--- config.mk ---
export PLATFORM = sky130hd
export DESIGN_NAME = seq_multiplier
export DESIGN_NICKNAME = d
export VERILOG_FILES = /design/src/rtl/seq_multiplier.sv
export SDC_FILE = /design/constraint.sdc
export NUM_CORES = 1
export LEC_CHECK = 0
export CAP_MARGIN = 30
export CORE_MARGIN = 1.5
export CORE_UTILIZATION = 55
export CTS_CLUSTER_DIAMETER = 200
export CTS_CLUSTER_SIZE = 10
export DETAILED_ROUTE_END_ITERATION = 7
export DONT_BUFFER_PORTS = 1
export PLACE_DENSITY_LB_ADDON = 0.1
export REMOVE_ABC_BUFFERS = 1
export SYNTH_ARGS = -nofsm -noshare
export SYNTH_HDL_FRONTEND = slang
export SYNTH_SLANG_ARGS = --single-unit
--- constraint.sdc ---
create_clock -name clk -period 3.5 [get_ports clk]
set_input_delay 0.875 -clock clk [delete_from_list [all_inputs] [get_ports clk]]
set_output_delay 0.875 -clock clk [all_outputs]
set_load 0.03 [all_outputs]
--- src/rtl/seq_multiplier.sv ---
`default_nettype none
// ============================================================================
// Module      : seq_multiplier
// Description : Iterative radix-2 shift-add multiplier, WIDTH x WIDTH -> 2*WIDTH,
//               with per-operation signed/unsigned mode and valid/ready
//               handshakes on both sides. One operation takes WIDTH BUSY
//               cycles; results are held in DONE until out_ready.
// Ports       :
//   clk        rising-edge clock
//   rst_n      synchronous active-low reset
//   in_valid   a, b, is_signed valid          in_ready  operation can be accepted
//   a, b       multiplicand / multiplier      is_signed 1 = two's complement
//   out_valid  p, y, ovf valid                out_ready downstream accepts result
//   p          full 2*WIDTH product           y         low WIDTH bits of p
//   ovf        p not representable in WIDTH bits under the selected mode
// Revision    : 1.0 - initial release
// ============================================================================
module seq_multiplier #(
    parameter int WIDTH = 8,
    parameter int CNT_W = $clog2(WIDTH + 1)
) (
    input  logic                 clk,
    input  logic                 rst_n,
    input  logic                 in_valid,
    output logic                 in_ready,
    input  logic [WIDTH-1:0]     a,
    input  logic [WIDTH-1:0]     b,
    input  logic                 is_signed,
    output logic                 out_valid,
    input  logic                 out_ready,
    output logic [2*WIDTH-1:0]   p,
    output logic [WIDTH-1:0]     y,
    output logic                 ovf
);

    localparam logic [1:0] c_IDLE = 2'd0;
    localparam logic [1:0] c_BUSY = 2'd1;
    localparam logic [1:0] c_DONE = 2'd2;

    // Counter value during the final iteration; the result is registered on
    // that same edge so DONE follows exactly WIDTH BUSY cycles.
    localparam logic [CNT_W-1:0] c_LAST = CNT_W'(WIDTH - 1);

    logic [1:0]           r_state;
    logic [2*WIDTH-1:0]   r_mcand;
    logic [WIDTH-1:0]     r_mplier;
    logic [2*WIDTH-1:0]   r_acc;
    logic [CNT_W-1:0]     r_cnt;
    logic                 r_sign;
    logic                 r_signed;
    logic [2*WIDTH-1:0]   r_p;
    logic                 r_ovf;

    logic [WIDTH-1:0]     w_mag_a;
    logic [WIDTH-1:0]     w_mag_b;
    logic [2*WIDTH-1:0]   w_addend;
    logic [2*WIDTH-1:0]   w_sum;
    logic [2*WIDTH-1:0]   w_final;
    logic [WIDTH:0]       w_top;
    logic                 w_ovf;

    // Magnitudes in signed mode. The most-negative value negates to itself,
    // which read as unsigned is exactly 2^(WIDTH-1), the correct magnitude.
    assign w_mag_a = (is_signed && a[WIDTH-1]) ? (~a + WIDTH'(1)) : a;
    assign w_mag_b = (is_signed && b[WIDTH-1]) ? (~b + WIDTH'(1)) : b;

    assign w_addend = r_mplier[0] ? r_mcand : '0;
    assign w_sum    = r_acc + w_addend;

    // Negating a zero accumulator yields zero, so x*0 stays 0 in signed mode.
    assign w_final  = r_sign ? (~w_sum + (2 * WIDTH)'(1)) : w_sum;

    // Signed result fits in WIDTH bits when the upper WIDTH+1 bits are a pure
    // sign extension (all zeros or all ones).
    assign w_top = w_final[2*WIDTH-1:WIDTH-1];
    assign w_ovf = r_signed ? !((&w_top) || !(|w_top))
                            : (|w_final[2*WIDTH-1:WIDTH]);

    always_ff @(posedge clk) begin
        if (!rst_n) begin
            r_state  <= c_IDLE;
            r_mcand  <= '0;
            r_mplier <= '0;
            r_acc    <= '0;
            r_cnt    <= '0;
            r_sign   <= 1'b0;
            r_signed <= 1'b0;
            r_p      <= '0;
            r_ovf    <= 1'b0;
        end else begin
            case (r_state)
                c_IDLE: begin
                    if (in_valid) begin
                        r_mcand  <= {{WIDTH{1'b0}}, w_mag_a};
                        r_mplier <= w_mag_b;
                        r_sign   <= is_signed & (a[WIDTH-1] ^ b[WIDTH-1]);
                        r_signed <= is_signed;
                        r_acc    <= '0;
                        r_cnt    <= '0;
                        r_state  <= c_BUSY;
                    end
                end
                c_BUSY: begin
                    r_acc    <= w_sum;
                    r_mcand  <= r_mcand << 1;
                    r_mplier <= r_mplier >> 1;
                    r_cnt    <= r_cnt + CNT_W'(1);
                    if (r_cnt == c_LAST) begin
                        r_p     <= w_final;
                        r_ovf   <= w_ovf;
                        r_state <= c_DONE;
                    end
                end
                c_DONE: begin
                    if (out_ready) begin
                        r_state <= c_IDLE;
                    end
                end
                default: begin
                    r_state <= c_IDLE;
                end
            endcase
        end
    end

    assign in_ready  = (r_state == c_IDLE);
    assign out_valid = (r_state == c_DONE);
    assign p         = r_p;
    assign y         = r_p[WIDTH-1:0];
    assign ovf       = r_ovf;

endmodule
`default_nettype wire

==> implementation parameters, run 1 <==
Parameter                              Value

Setup path
  Type of the worst setup path ... reg -> reg
  Worst reg-to-reg path cell count ... 13
  Worst Path Max Fanout ... 6
  CP Capture Type ... flip-flop
  CP required ... 3.74 ns
  Critical path data arrival time ... 3.62 ns
  Startpoint type of the worst setup path ... flip-flop

Die
  Initial Utilization ... 0.5690
  Core footprint ... 0.007292 sq mm
  Overall die area ... 0.008074 sq mm
  Die width ... 89.86 microns
  DIE HEIGHT ... 89.86 microns
  Top-Level Pins ... 48
  Row cnt ... 31

Synthesis
  Post-synthesis register bit count ... 65
  Largest area contributor in the netlist ... sky130_fd_sc_hd__dfxtp_1
  Count of warnings emitted by yosys ... 0
  Cell count after synthesis ... 530
  Number of enable flip-flop cells after synthesis ... 0
  Share of the synthesized area in the top cell type ... 0.3136
  Share of synthesized area occupied by flip-flops and latches ... 0.3136
  Post-synthesis average cell area ... 7.828 sq um
  Number of distinct library cells after synthesis ... 65
  Netlist Area Pre-Place ... 0.004149 sq mm
  FFs w/ async S/R, synth ... 0
  Dominant cells by area after synthesis ... sky130_fd_sc_hd__dfxtp_1 (31%), sky130_fd_sc_hd__a21oi_1 (6.5%), sky130_fd_sc_hd__ha_1 (5.7%)
  Prevailing post-synth register cell ... sky130_fd_sc_hd__dfxtp_1

Timing
  Number of endpoints with negative hold slack in the final report ... 0
  RSZ-0062 raised after global routing ... true
  Worst Clk Skew ... 0.009944 ns
  Final-report max-slew violation count ... 0
  Final setup violation count ... 0
  Least-Margin Pin Slew ... 0.7233 ns
  Highest clock frequency the design can meet ... 296.0 MHz
  Sum Neg Setup Slack ... 0 ns
  Setup slack of the critical path after layout ... 0.1214 ns
  Final worst-path cycle share ... 0.9653
  Worst slew slack as a fraction of its limit ... 0.5166
  Min cycle time layout ... 3.379 ns

Clock tree
  Maximum root-to-sink buffer count ... 2
  Clock sink total ... 65
  Later-pin clock latency in the skew report ... 0.35 ns
  TritonCTS clock tree ... yes
  Clock root buffer ... sky130_fd_sc_hd__clkbuf_8
  Max H-tree Level ... 3
  Clock transition at the registers of the reported paths ... 0.08 ns
  Cts bufs inserted ... 9

Layout
  Count of nets after finishing ... 567
  Count of inserted antenna diode cells ... 0
  Area grow syn2layout ... 10.95%
  Layout cell share with drive strength beyond 1 ... 0.1525
  Number of fill cells in the layout ... 682

Placement
  Setup Slack @ Placement ... 0.05654 ns
  Routability-driven placement congestion ratio ... 0.9632
  Count of buffers from port buffering ... 0
  DP Wirelength ... 6.807 mm

Detailed routing
  Detailed-routing iteration count for the pre-antenna-repair pass ... 4
  M1 WL ... 4.617 mm
  DRT iter0 DRCs ... 226
  Number of vias per cell after detailed routing ... 5.840
  Highest signal layer in the routed design ... met4
  Routed length on met3 ... 344 microns
  Remaining DRCs ... 0
  Met2 routed wirelength ... 4.493 mm
  Number of nets with antenna violations after routing ... 0
  Vias after detailed routing ... 3679
  Routed Wire Length ... 9.563 mm
  Final routed wire length divided by cell count ... 15.18 microns

Pwr
  Power, Total ... 1.513 mW
  Leakage power ... 1.767 nW
  Power per cell area ... 328.6 mW/mm^2
  Peak supply drop ... 0.2015 mV

Worst hold path
  Hold-critical path depth ... 2
  Class of the most critical hold timing path ... reg -> reg

Run status
  Outcome ... complete, no violations

GRT
  Vias in the first global route ... 3520
  Global routing usage summed across all routing layers ... 0.2370
  Wire length of the first global-routing pass ... 15.93 mm
  Initial antenna violation count ... 0
  Maximum number of pins on one net before global-route repair ... 40
  Total overflow reported by the global router ... 0

Flow run
  Max-Cap Viols ... 0
## cells by family after synthesis
kind of cell / after synthesis / share of synthesized area
xor+xnor: 39 / 0.08595
compound gates: 148 / 0.2416
mux: 1 / 0.002413
simple gates: 201 / 0.2298
flops: 65 / 0.3136
fa+ha+maj: 20 / 0.06212
buf+inv: 56 / 0.06453
## synth_stat cells, types with 3 or more instances
cell                       count
sky130_fd_sc_hd__buf_1         3
sky130_fd_sc_hd__nor3_1       12
sky130_fd_sc_hd__nor2_1       57
sky130_fd_sc_hd__o21a_1        3
sky130_fd_sc_hd__a211oi_1     12
sky130_fd_sc_hd__a22oi_1      14
sky130_fd_sc_hd__buf_4         8
sky130_fd_sc_hd__and3_1        3
sky130_fd_sc_hd__ha_1         19
sky130_fd_sc_hd__o21bai_1      5
sky130_fd_sc_hd__nand2_1      60
sky130_fd_sc_hd__xnor2_1      18
sky130_fd_sc_hd__o21ai_0      16
sky130_fd_sc_hd__o211ai_1      3
sky130_fd_sc_hd__a31oi_1       8
sky130_fd_sc_hd__dfxtp_1      65
sky130_fd_sc_hd__buf_2         4
sky130_fd_sc_hd__a21oi_1      54
sky130_fd_sc_hd__nand4_1       4
sky130_fd_sc_hd__a21o_1        5
sky130_fd_sc_hd__clkbuf_1     23
sky130_fd_sc_hd__xor2_1       19
sky130_fd_sc_hd__a221oi_1      4
sky130_fd_sc_hd__o31ai_1       3
sky130_fd_sc_hd__nand3_1      28
sky130_fd_sc_hd__buf_6         3
sky130_fd_sc_hd__inv_1        14
sky130_fd_sc_hd__and2_1       17
## routing by layer
metal,global-route usage,vias up
met5,0,-
met2,0.3976,70
met4,0.07804,0
li1,-,1861
met3,0.04738,10
met1,0.3051,1738
## final timing paths
| check | startpoint | endpoint | slack [ns] |
|---|---|---|---|
| worst min-delay path | r_mcand[10]$_SDFFE_PN0P_ | r_mcand[11]$_SDFFE_PN0P_ | 0.46 |
| worst min register to register | r_mcand[10]$_SDFFE_PN0P_ | r_mcand[11]$_SDFFE_PN0P_ | 0.46 |
| worst max-delay path | r_mplier[0]$_SDFFE_PN0P_ | ovf$_SDFFE_PN0P_ | 0.12 |
| worst max register to register | r_mplier[0]$_SDFFE_PN0P_ | ovf$_SDFFE_PN0P_ | 0.12 |
## cell usage in the layout, fill, tap and decap left out, types with 4 or more instances in the layout
cell and n:
sky130_fd_sc_hd__nor3_1 9, sky130_fd_sc_hd__and2_1 16, sky130_fd_sc_hd__xor2_1 18, sky130_fd_sc_hd__nand4_1 4, sky130_fd_sc_hd__ha_1 18, sky130_fd_sc_hd__nor2_1 56, sky130_fd_sc_hd__a22oi_1 14, sky130_fd_sc_hd__o21bai_1 5
sky130_fd_sc_hd__clkbuf_8 9, sky130_fd_sc_hd__inv_1 14, sky130_fd_sc_hd__a211oi_1 12, sky130_fd_sc_hd__xnor2_1 15, sky130_fd_sc_hd__xnor2_2 5, sky130_fd_sc_hd__a31oi_1 7, sky130_fd_sc_hd__nand2_1 60, sky130_fd_sc_hd__a21o_1 5
sky130_fd_sc_hd__dfxtp_1 63, sky130_fd_sc_hd__a221oi_1 4, sky130_fd_sc_hd__o21ai_0 14, sky130_fd_sc_hd__a21oi_1 54, sky130_fd_sc_hd__buf_4 25, sky130_fd_sc_hd__nand3_1 28
## critical path: stages (launching register included)
cell                       delay (ns)
sky130_fd_sc_hd__dfxtp_2         0.34
sky130_fd_sc_hd__and2_4          0.14
sky130_fd_sc_hd__ha_4            0.16
sky130_fd_sc_hd__fa_2            0.37
sky130_fd_sc_hd__a211o_1         0.31
sky130_fd_sc_hd__or4b_4          0.51
sky130_fd_sc_hd__a211oi_4        0.26
sky130_fd_sc_hd__o22ai_2         0.12
sky130_fd_sc_hd__nor4_4          0.24
sky130_fd_sc_hd__and2_4          0.21
sky130_fd_sc_hd__a21o_1          0.13
sky130_fd_sc_hd__a32oi_2         0.11
sky130_fd_sc_hd__nor4bb_2        0.29
sky130_fd_sc_hd__a211oi_1        0.10
## registers in the layout, summed over array words and instances, names as in the netlist
register	flops
r_sign	1
r_state	2
r_signed	1
r_mcand	16
r_mplier	8
ovf	1
p	16
r_cnt	4
r_acc	16
## power breakdown
part	leakage [nW]	internal [mW]	switching (mW)
Combinational	1.15	0.0663	0.109
Clock	0.0850	0.255	0.310
Sequential	0.527	0.756	0.0156
Total	1.77	1.08	0.435
## area by class of cell
class	count	area, sq um	share of cell area
Inverter	15	56.30	0.01223
Sequential cell	65	1304	0.2832
Clock buffer	9	123.9	0.02691
Timing Repair Buffer	26	207.7	0.04512
Multi-Input combinational cell	409	2740	0.5953
Clock inverter	7	47.55	0.01033
Tap cell	99	123.9	0.02691
## through the flow
step | util | instance area (sq um) | hold slack (ns) | std cells
detailed placement | 0.5834 | 4254 | 0.4624 | 611
global placement | 0.5806 | 4234 | 0.4478 | 610
floorplan | - | 3938 | 0.4316 | 489
CTS | 0.6069 | 4425 | 0.4668 | 627
finish | 0.6313 | 4603 | 0.4647 | 630
global route | 0.6313 | 4603 | 0.4941 | 630
## what timing repair did
item	in CTS	in global routing
hold buffers	0	0
setup endpoints to repair	0	4
resized for setup	0	28
buffers inserted	0	3
Note: power is estimated with default switching activity, not from simulation.
==> run 2, diff against run 1 <==
--- a/config.mk
+++ b/config.mk
@@ -7,7 +7,7 @@
 export LEC_CHECK = 0
 export CAP_MARGIN = 30
 export CORE_MARGIN = 1.5
-export CORE_UTILIZATION = 55
+export CORE_UTILIZATION = 40
 export CTS_CLUSTER_DIAMETER = 200
 export CTS_CLUSTER_SIZE = 10
 export DETAILED_ROUTE_END_ITERATION = 7
==> implementation parameters, run 2 (synthesis results as in run 1) <==
Parameter                              Value

Run status
  Outcome ... complete, no violations

Placement
  DP Wirelength ... 7.061 mm (+3.7%)
  Setup Slack @ Placement ... 0.003398 ns (-0.05314 ns)
  Routability-driven placement congestion ratio ... 0.8191 (-15%)
  Count of buffers from port buffering ... 0 (unchanged)
  Placed cells ... 652 (+6.7%)

Layout
  Count of inserted antenna diode cells ... 0 (unchanged)
  Sequential cell area ... 0.001303 sq mm (about the same)
  Post-layout instance count excluding filler cells ... 669 (+6.2%)
  Most common library cell in the layout ignoring fill and taps ... sky130_fd_sc_hd__dfxtp_1
  Layout cell share with drive strength beyond 1 ... 0.1586 (+0.006040)
  Area grow syn2layout ... 14.41%
  Commonest cells after routing, fill and taps aside ... sky130_fd_sc_hd__dfxtp_1 (64), sky130_fd_sc_hd__nand2_1 (60), sky130_fd_sc_hd__nor2_1 (57)
  Number of fill cells in the layout ... 1002 (+47%)
  Count of nets after finishing ... 572 (+0.88%)
  Area occupied by multi-input gates ... 0.002748 sq mm (+0.27%)

Timing
  Final-report max-slew violation count ... 0 (unchanged)
  Worst slew slack as a fraction of its limit ... 0.5077 (-0.008922)
  Number of endpoints with negative hold slack in the final report ... 0 (unchanged)
  Final setup violation count ... 0 (unchanged)
  Worst Clk Skew ... 0.01012 ns (+0.0001764 ns)
  Min cycle time layout ... 3.442 ns (+0.06361 ns)
  Least-Margin Pin Slew ... 0.7374 ns (+0.01413 ns)
  Highest clock frequency the design can meet ... 290.5 MHz (-1.8%)
  Final worst-path cycle share ... 0.9835 (+0.01817)
  WHS ... 0.4601 ns (-0.004591 ns)
  Setup slack of the critical path after layout ... 0.05780 ns (-0.06361 ns)
  RSZ-0062 raised after global routing ... true

Clock tree
  Clock sink total ... 65 (unchanged)
  Cts bufs inserted ... 9 (unchanged)
  Clock root buffer ... sky130_fd_sc_hd__clkbuf_8
  Max H-tree Level ... 3 (unchanged)
  Maximum root-to-sink buffer count ... 2 (unchanged)
  Clock transition at the registers of the reported paths ... 0.08 ns (about the same)
  Later-pin clock latency in the skew report ... 0.34 ns (about the same)
  TritonCTS clock tree ... yes
  Post-CTS Hold Buffers ... 0 (unchanged)

GRT
  Initial antenna violation count ... 0 (unchanged)
  Global routing usage summed across all routing layers ... 0.1808 (-0.05619)
  Vias in the first global route ... 3391 (-3.7%)
  Total overflow reported by the global router ... 0 (unchanged)
  Maximum number of pins on one net before global-route repair ... 41 (+2.5%)
  Wire length of the first global-routing pass ... 16.31 mm (+2.4%)

Pwr
  Share of total power in sequential cells ... 0.459 (-0.051)
  Part of the total power dissipated in combinational logic ... 0.105 (-0.011)
  Share of power burned in the clock network ... 0.437 (+0.063)
  Switching part of the total power ... 0.2520 (-0.03567)
  Leakage power ... 1.816 nW (+2.8%)
  Peak supply drop ... 0.2231 mV (+11%)
  Power per cell area ... 354.6 mW/mm^2 (+7.9%)
  Net switching component of the power ... 0.4242 mW (-2.5%)
  Internal Power ... 1.259 mW (+17%)
  Power, Total ... 1.683 mW (+11%)

Die
  Initial Utilization ... 0.4187 (-0.1503)
  Core footprint ... 0.009910 sq mm (+36%)
  DIE HEIGHT ... 104.8 microns (+17%)
  Overall die area ... 0.01099 sq mm (+36%)
  Die width ... 104.8 microns (+17%)
  Top-Level Pins ... 48 (unchanged)
  Row cnt ... 36 (+16%)

Detailed routing
  Detailed-routing iteration count for the pre-antenna-repair pass ... 4 (unchanged)
  Routed Wire Length ... 9.878 mm (+3.3%)
  DRT iter0 DRCs ... 214 (-5.3%)
  Remaining DRCs ... 0 (unchanged)
  Vias after detailed routing ... 3627 (-1.4%)
  Number of vias per cell after detailed routing ... 5.422 (-7.2%)
  Final routed wire length divided by cell count ... 14.77 microns (-2.7%)
  Number of nets with antenna violations after routing ... 0 (unchanged)

Setup path
  Type of the worst setup path ... reg -> reg
  Worst Path Max Fanout ... 3 (-3)
  Startpoint type of the worst setup path ... flip-flop
  CP required ... 3.73 ns (about the same)
  Critical path data arrival time ... 3.67 ns (+0.05 ns)
  CP Capture Type ... flip-flop

Flow run
  Max-Cap Viols ... 0 (unchanged)

Worst hold path
  Class of the most critical hold timing path ... reg -> reg
==> run 2: final timing paths <==
check / end / start / slack [ns] / cells after the start
worst max-delay path: ovf$_SDFFE_PN0P_ / r_mcand[0]$_SDFFE_PN0P_ / 0.06 / 13
worst min-delay path: r_mplier[2]$_SDFFE_PN0P_ / r_mplier[3]$_SDFFE_PN0P_ / 0.46 / 2
worst max register to register: ovf$_SDFFE_PN0P_ / r_mcand[0]$_SDFFE_PN0P_ / 0.06 / 13
worst min register to register: r_mplier[2]$_SDFFE_PN0P_ / r_mplier[3]$_SDFFE_PN0P_ / 0.46 / 2
==> run 2: area by class of cell <==
cell class                      count  share of cell area
Sequential cell                    65              0.2744
Clock buffer                       11             0.03189
Inverter                           15             0.01186
Clock inverter                      5             0.01634
Timing Repair Buffer               31             0.05166
Tap cell                          133             0.03506
Multi-Input combinational cell    409              0.5788
==> run 2: per-layer routing <==
metal,global-route usage,vias to the layer above,wire [microns]
met3,0.04554,7,459
li1,-,1874,-
met2,0.2894,78,4482
met5,0,-,0
met1,0.2444,1668,4853
met4,0.04012,0,82
==> run 2: power groups by stage <==
stage	Clock (mW)	Combinational [mW]	Sequential, mW
after detailed placement	0	0.172	0.788
after global placement	0	0.168	0.787
after floorplan	0	0.116	0.784
after global routing	0.781	0.198	0.774
final	0.735	0.176	0.772
after CTS	0.752	0.174	0.771
==> run 2: stage by stage <==
| step | TNS, ns | instance area, sq um | util |
|---|---|---|---|
| final | 0 | 4747 | 0.4790 |
| after CTS | 0 | 4588 | 0.4630 |
| after global placement | 0 | 4329 | 0.4369 |
| after detailed placement | 0 | 4349 | 0.4389 |
| after floorplan | 0 | 3938 | - |
| after global routing | -0.09376 | 4747 | 0.4790 |
==> run 2: critical path, cell delays in order (launching register included) <==
cell and delay [ns]:
sky130_fd_sc_hd__dfxtp_2 0.33, sky130_fd_sc_hd__and2_4 0.16, sky130_fd_sc_hd__ha_4 0.16, sky130_fd_sc_hd__fa_2 0.39, sky130_fd_sc_hd__a211o_1 0.32, sky130_fd_sc_hd__or4b_4 0.51
sky130_fd_sc_hd__a211oi_4 0.25, sky130_fd_sc_hd__o22ai_2 0.11, sky130_fd_sc_hd__nor4_4 0.24, sky130_fd_sc_hd__and2_4 0.20, sky130_fd_sc_hd__a21o_1 0.12, sky130_fd_sc_hd__a32oi_2 0.11
sky130_fd_sc_hd__nor4bb_2 0.32, sky130_fd_sc_hd__a211oi_1 0.10
==> run 2: repair_timing <==
item                       CTS  global route
setup endpoints to repair    1             5
pin swaps                    1            12
resized for setup            2            24
setup buffers                0             1
==> run 3, diff against run 2 <==
--- a/config.mk
+++ b/config.mk
@@ -7,13 +7,14 @@
 export LEC_CHECK = 0
 export CAP_MARGIN = 30
 export CORE_MARGIN = 1.5
-export CORE_UTILIZATION = 40
+export CORE_UTILIZATION = 41
 export CTS_CLUSTER_DIAMETER = 200
 export CTS_CLUSTER_SIZE = 10
 export DETAILED_ROUTE_END_ITERATION = 7
 export DONT_BUFFER_PORTS = 1
 export PLACE_DENSITY_LB_ADDON = 0.1
 export REMOVE_ABC_BUFFERS = 1
+export SETUP_SLACK_MARGIN = 0.3
 export SYNTH_ARGS = -nofsm -noshare
 export SYNTH_HDL_FRONTEND = slang
 export SYNTH_SLANG_ARGS = --single-unit
==> implementation parameters, run 3 (synthesis results as in run 1) <==
Parameter                              Value

Worst hold path
  Hold-critical path depth ... 2 (unchanged)
  Class of the most critical hold timing path ... reg -> reg

Setup path
  Worst reg-to-reg path cell count ... 13 (unchanged)
  CP endpoint ... ovf$_SDFFE_PN0P_
  Startpoint of the worst setup timing path ... r_mplier[0]$_SDFFE_PN0P_
  Library cell contributing the largest single delay on the critical path ... sky130_fd_sc_hd__or4b_4
  Critical path data arrival time ... 3.62 ns (-0.05 ns)
  Ordered cell list for the critical path ... and2_4 > ha_4 > fa_2 > a211o_1 > or4b_4 > a211oi_4 > o22ai_2 > nor4_4 > and2_4 > a21o_1 > a32oi_2 > nor4bb_2 > a211oi_1
  Largest stage delay on the critical path ... 0.54 ns (+0.03 ns)
  Startpoint type of the worst setup path ... flip-flop
  FF-to-FF Start ... r_mplier[0]$_SDFFE_PN0P_
  CP Capture Type ... flip-flop
  Type of the worst setup path ... reg -> reg
  Most frequent cell on the critical path ... sky130_fd_sc_hd__and2_4
  CP required ... 3.73 ns (about the same)
  Capture instance of the worst register-to-register path ... ovf$_SDFFE_PN0P_
  R2r setup slk ... 0.11 ns (+0.05 ns)
  Worst Path Max Fanout ... 5 (+2)

Placement
  Setup Slack @ Placement ... 0.03383 ns (+0.03043 ns)
  DP Wirelength ... 6.947 mm (-1.6%)
  Count of buffers from port buffering ... 0 (unchanged)
  Routability-driven placement congestion ratio ... 0.8761 (+7.0%)
  Total placed instance area ... 0.004292 sq mm (-1.3%)
  Placed cells ... 646 (-0.92%)

Detailed routing
  Number of vias per cell after detailed routing ... 5.449 (+0.50%)
  Final routed wire length divided by cell count ... 14.67 microns (-0.66%)
  Vias after detailed routing ... 3618 (-0.25%)
  Number of nets with antenna violations after routing ... 0 (unchanged)
  DRT iter0 DRCs ... 143 (-33%)
  Remaining DRCs ... 0 (unchanged)
  Detailed-routing iteration count for the pre-antenna-repair pass ... 4 (unchanged)
  Routed Wire Length ... 9.739 mm (-1.4%)

Timing
  Number of endpoints with negative hold slack in the final report ... 0 (unchanged)
  Sum Neg Setup Slack ... 0 ns (unchanged)
  RSZ-0062 raised after global routing ... true
  Min cycle time layout ... 3.389 ns (-0.05370 ns)
  Final-report max-slew violation count ... 0 (unchanged)
  WHS ... 0.4606 ns (+0.0004860 ns)
  Highest clock frequency the design can meet ... 295.1 MHz (+1.6%)
  Worst Clk Skew ... 0.01146 ns (+0.001342 ns)
  Setup slack of the critical path after layout ... 0.1115 ns (+0.05370 ns)
  Final worst-path cycle share ... 0.9681 (-0.01534)
  Least-Margin Pin Slew ... 0.7261 ns (-0.01128 ns)
  Final setup violation count ... 0 (unchanged)
  Worst slew slack as a fraction of its limit ... 0.5152 (+0.007529)

Die
  Row cnt ... 36 (unchanged)
  Initial Utilization ... 0.4245 (+0.005788)
  Die width ... 103.6 microns (-1.2%)
  Overall die area ... 0.01073 sq mm (-2.4%)
  DIE HEIGHT ... 103.6 microns (-1.2%)
  Top-Level Pins ... 48 (unchanged)
  Core footprint ... 0.009774 sq mm (-1.4%)

Clock tree
  Maximum root-to-sink buffer count ... 2 (unchanged)
  Later-pin clock latency in the skew report ... 0.35 ns (about the same)
  Cts bufs inserted ... 9 (unchanged)
  Clock transition at the registers of the reported paths ... 0.07 ns (about the same)
  TritonCTS clock tree ... yes
  Clock sink total ... 65 (unchanged)
  Max H-tree Level ... 3 (unchanged)
  Clock root buffer ... sky130_fd_sc_hd__clkbuf_8

Flow run
  Max-Cap Viols ... 0 (unchanged)

Pwr
  Leakage power ... 1.814 nW (-0.11%)
  Power, Total ... 1.836 mW (+9.0%)
  Power per cell area ... 389.2 mW/mm^2 (+9.8%)
  Peak supply drop ... 0.1660 mV (-26%)

GRT
  Global routing usage summed across all routing layers ... 0.1880 (+0.007165)
  Total overflow reported by the global router ... 0 (unchanged)
  Wire length of the first global-routing pass ... 16.55 mm (+1.4%)
  Initial antenna violation count ... 0 (unchanged)
  Maximum number of pins on one net before global-route repair ... 39 (-4.9%)
  Vias in the first global route ... 3501 (+3.2%)

Layout
  Utilization of the core after routing ... 0.4825 (+0.003423)
  Count of inserted antenna diode cells ... 0 (unchanged)
  Commonest cells after routing, fill and taps aside ... sky130_fd_sc_hd__dfxtp_1 (63), sky130_fd_sc_hd__nand2_1 (59), sky130_fd_sc_hd__nor2_1 (55)
  Count of nets after finishing ... 567 (-0.87%)
  Final non-filler cell area ... 0.004716 sq mm (-0.66%)
  Area grow syn2layout ... 13.66%
  Post-layout instance count excluding filler cells ... 664 (-0.75%)
  Most common library cell in the layout ignoring fill and taps ... sky130_fd_sc_hd__dfxtp_1
  Layout cell share with drive strength beyond 1 ... 0.1544 (-0.004156)

Run status
  Outcome ... complete, no violations
run 3: worst max-delay path, delay by kind of cell, from the launching register on:
family / cells / cell delay, ns
fa+ha+maj: 2 / 0.52
simple gates: 5 / 1.38
compound gates: 6 / 1.03
flops: 1 / 0.33
run 3: routing by layer:
layer / track usage / share of wire
met5: 0 / 0
met4: 0.05357 / 0.011
met3: 0.04594 / 0.038
met2: 0.3105 / 0.46
met1: 0.2440 / 0.49
run 3: cell type report:
cell class,instances,area (sq um)
Clock buffer,10,137.6
Clock inverter,6,137.6
Fill cell,1010,5059
Inverter,15,56.30
Multi-Input combinational cell,409,2715
Sequential cell,65,1304
Tap cell,133,166.4
Timing Repair Buffer,26,198.9
run 3: how the worst min path moves through the flow:
stage	start	endpoint	slack [ns]
after floorplan	r_mplier[3]$_SDFFE_PN0P_	r_mplier[2]$_SDFFE_PN0P_	0.43
after global placement	r_mplier[3]$_SDFFE_PN0P_	r_mplier[2]$_SDFFE_PN0P_	0.45
after detailed placement	r_mplier[3]$_SDFFE_PN0P_	r_mplier[2]$_SDFFE_PN0P_	0.45
after CTS	r_mplier[3]$_SDFFE_PN0P_	r_mplier[2]$_SDFFE_PN0P_	0.46
after global routing	r_mplier[3]$_SDFFE_PN0P_	r_mplier[2]$_SDFFE_PN0P_	0.49
final	r_mplier[3]$_SDFFE_PN0P_	r_mplier[2]$_SDFFE_PN0P_	0.46
run 3: power by group:
group | internal, mW | total (mW) | switching, mW | leakage (nW)
clock network | 0.568 | 0.886 | 0.317 | 0.137
logic | 0.0669 | 0.178 | 0.111 | 1.15
registers | 0.756 | 0.772 | 0.0157 | 0.527
total | 1.39 | 1.84 | 0.444 | 1.81
run 3: repair_timing:
action | in CTS | in global routing
hold endpoints to repair | 0 | 0
gates resized for setup | 17 | 13
cloned | 0 | 0
pin swaps | 7 | 8
hold buffers | 0 | 0
endpoints found under the setup margin | 3 | 7
buffers inserted | 1 | 1
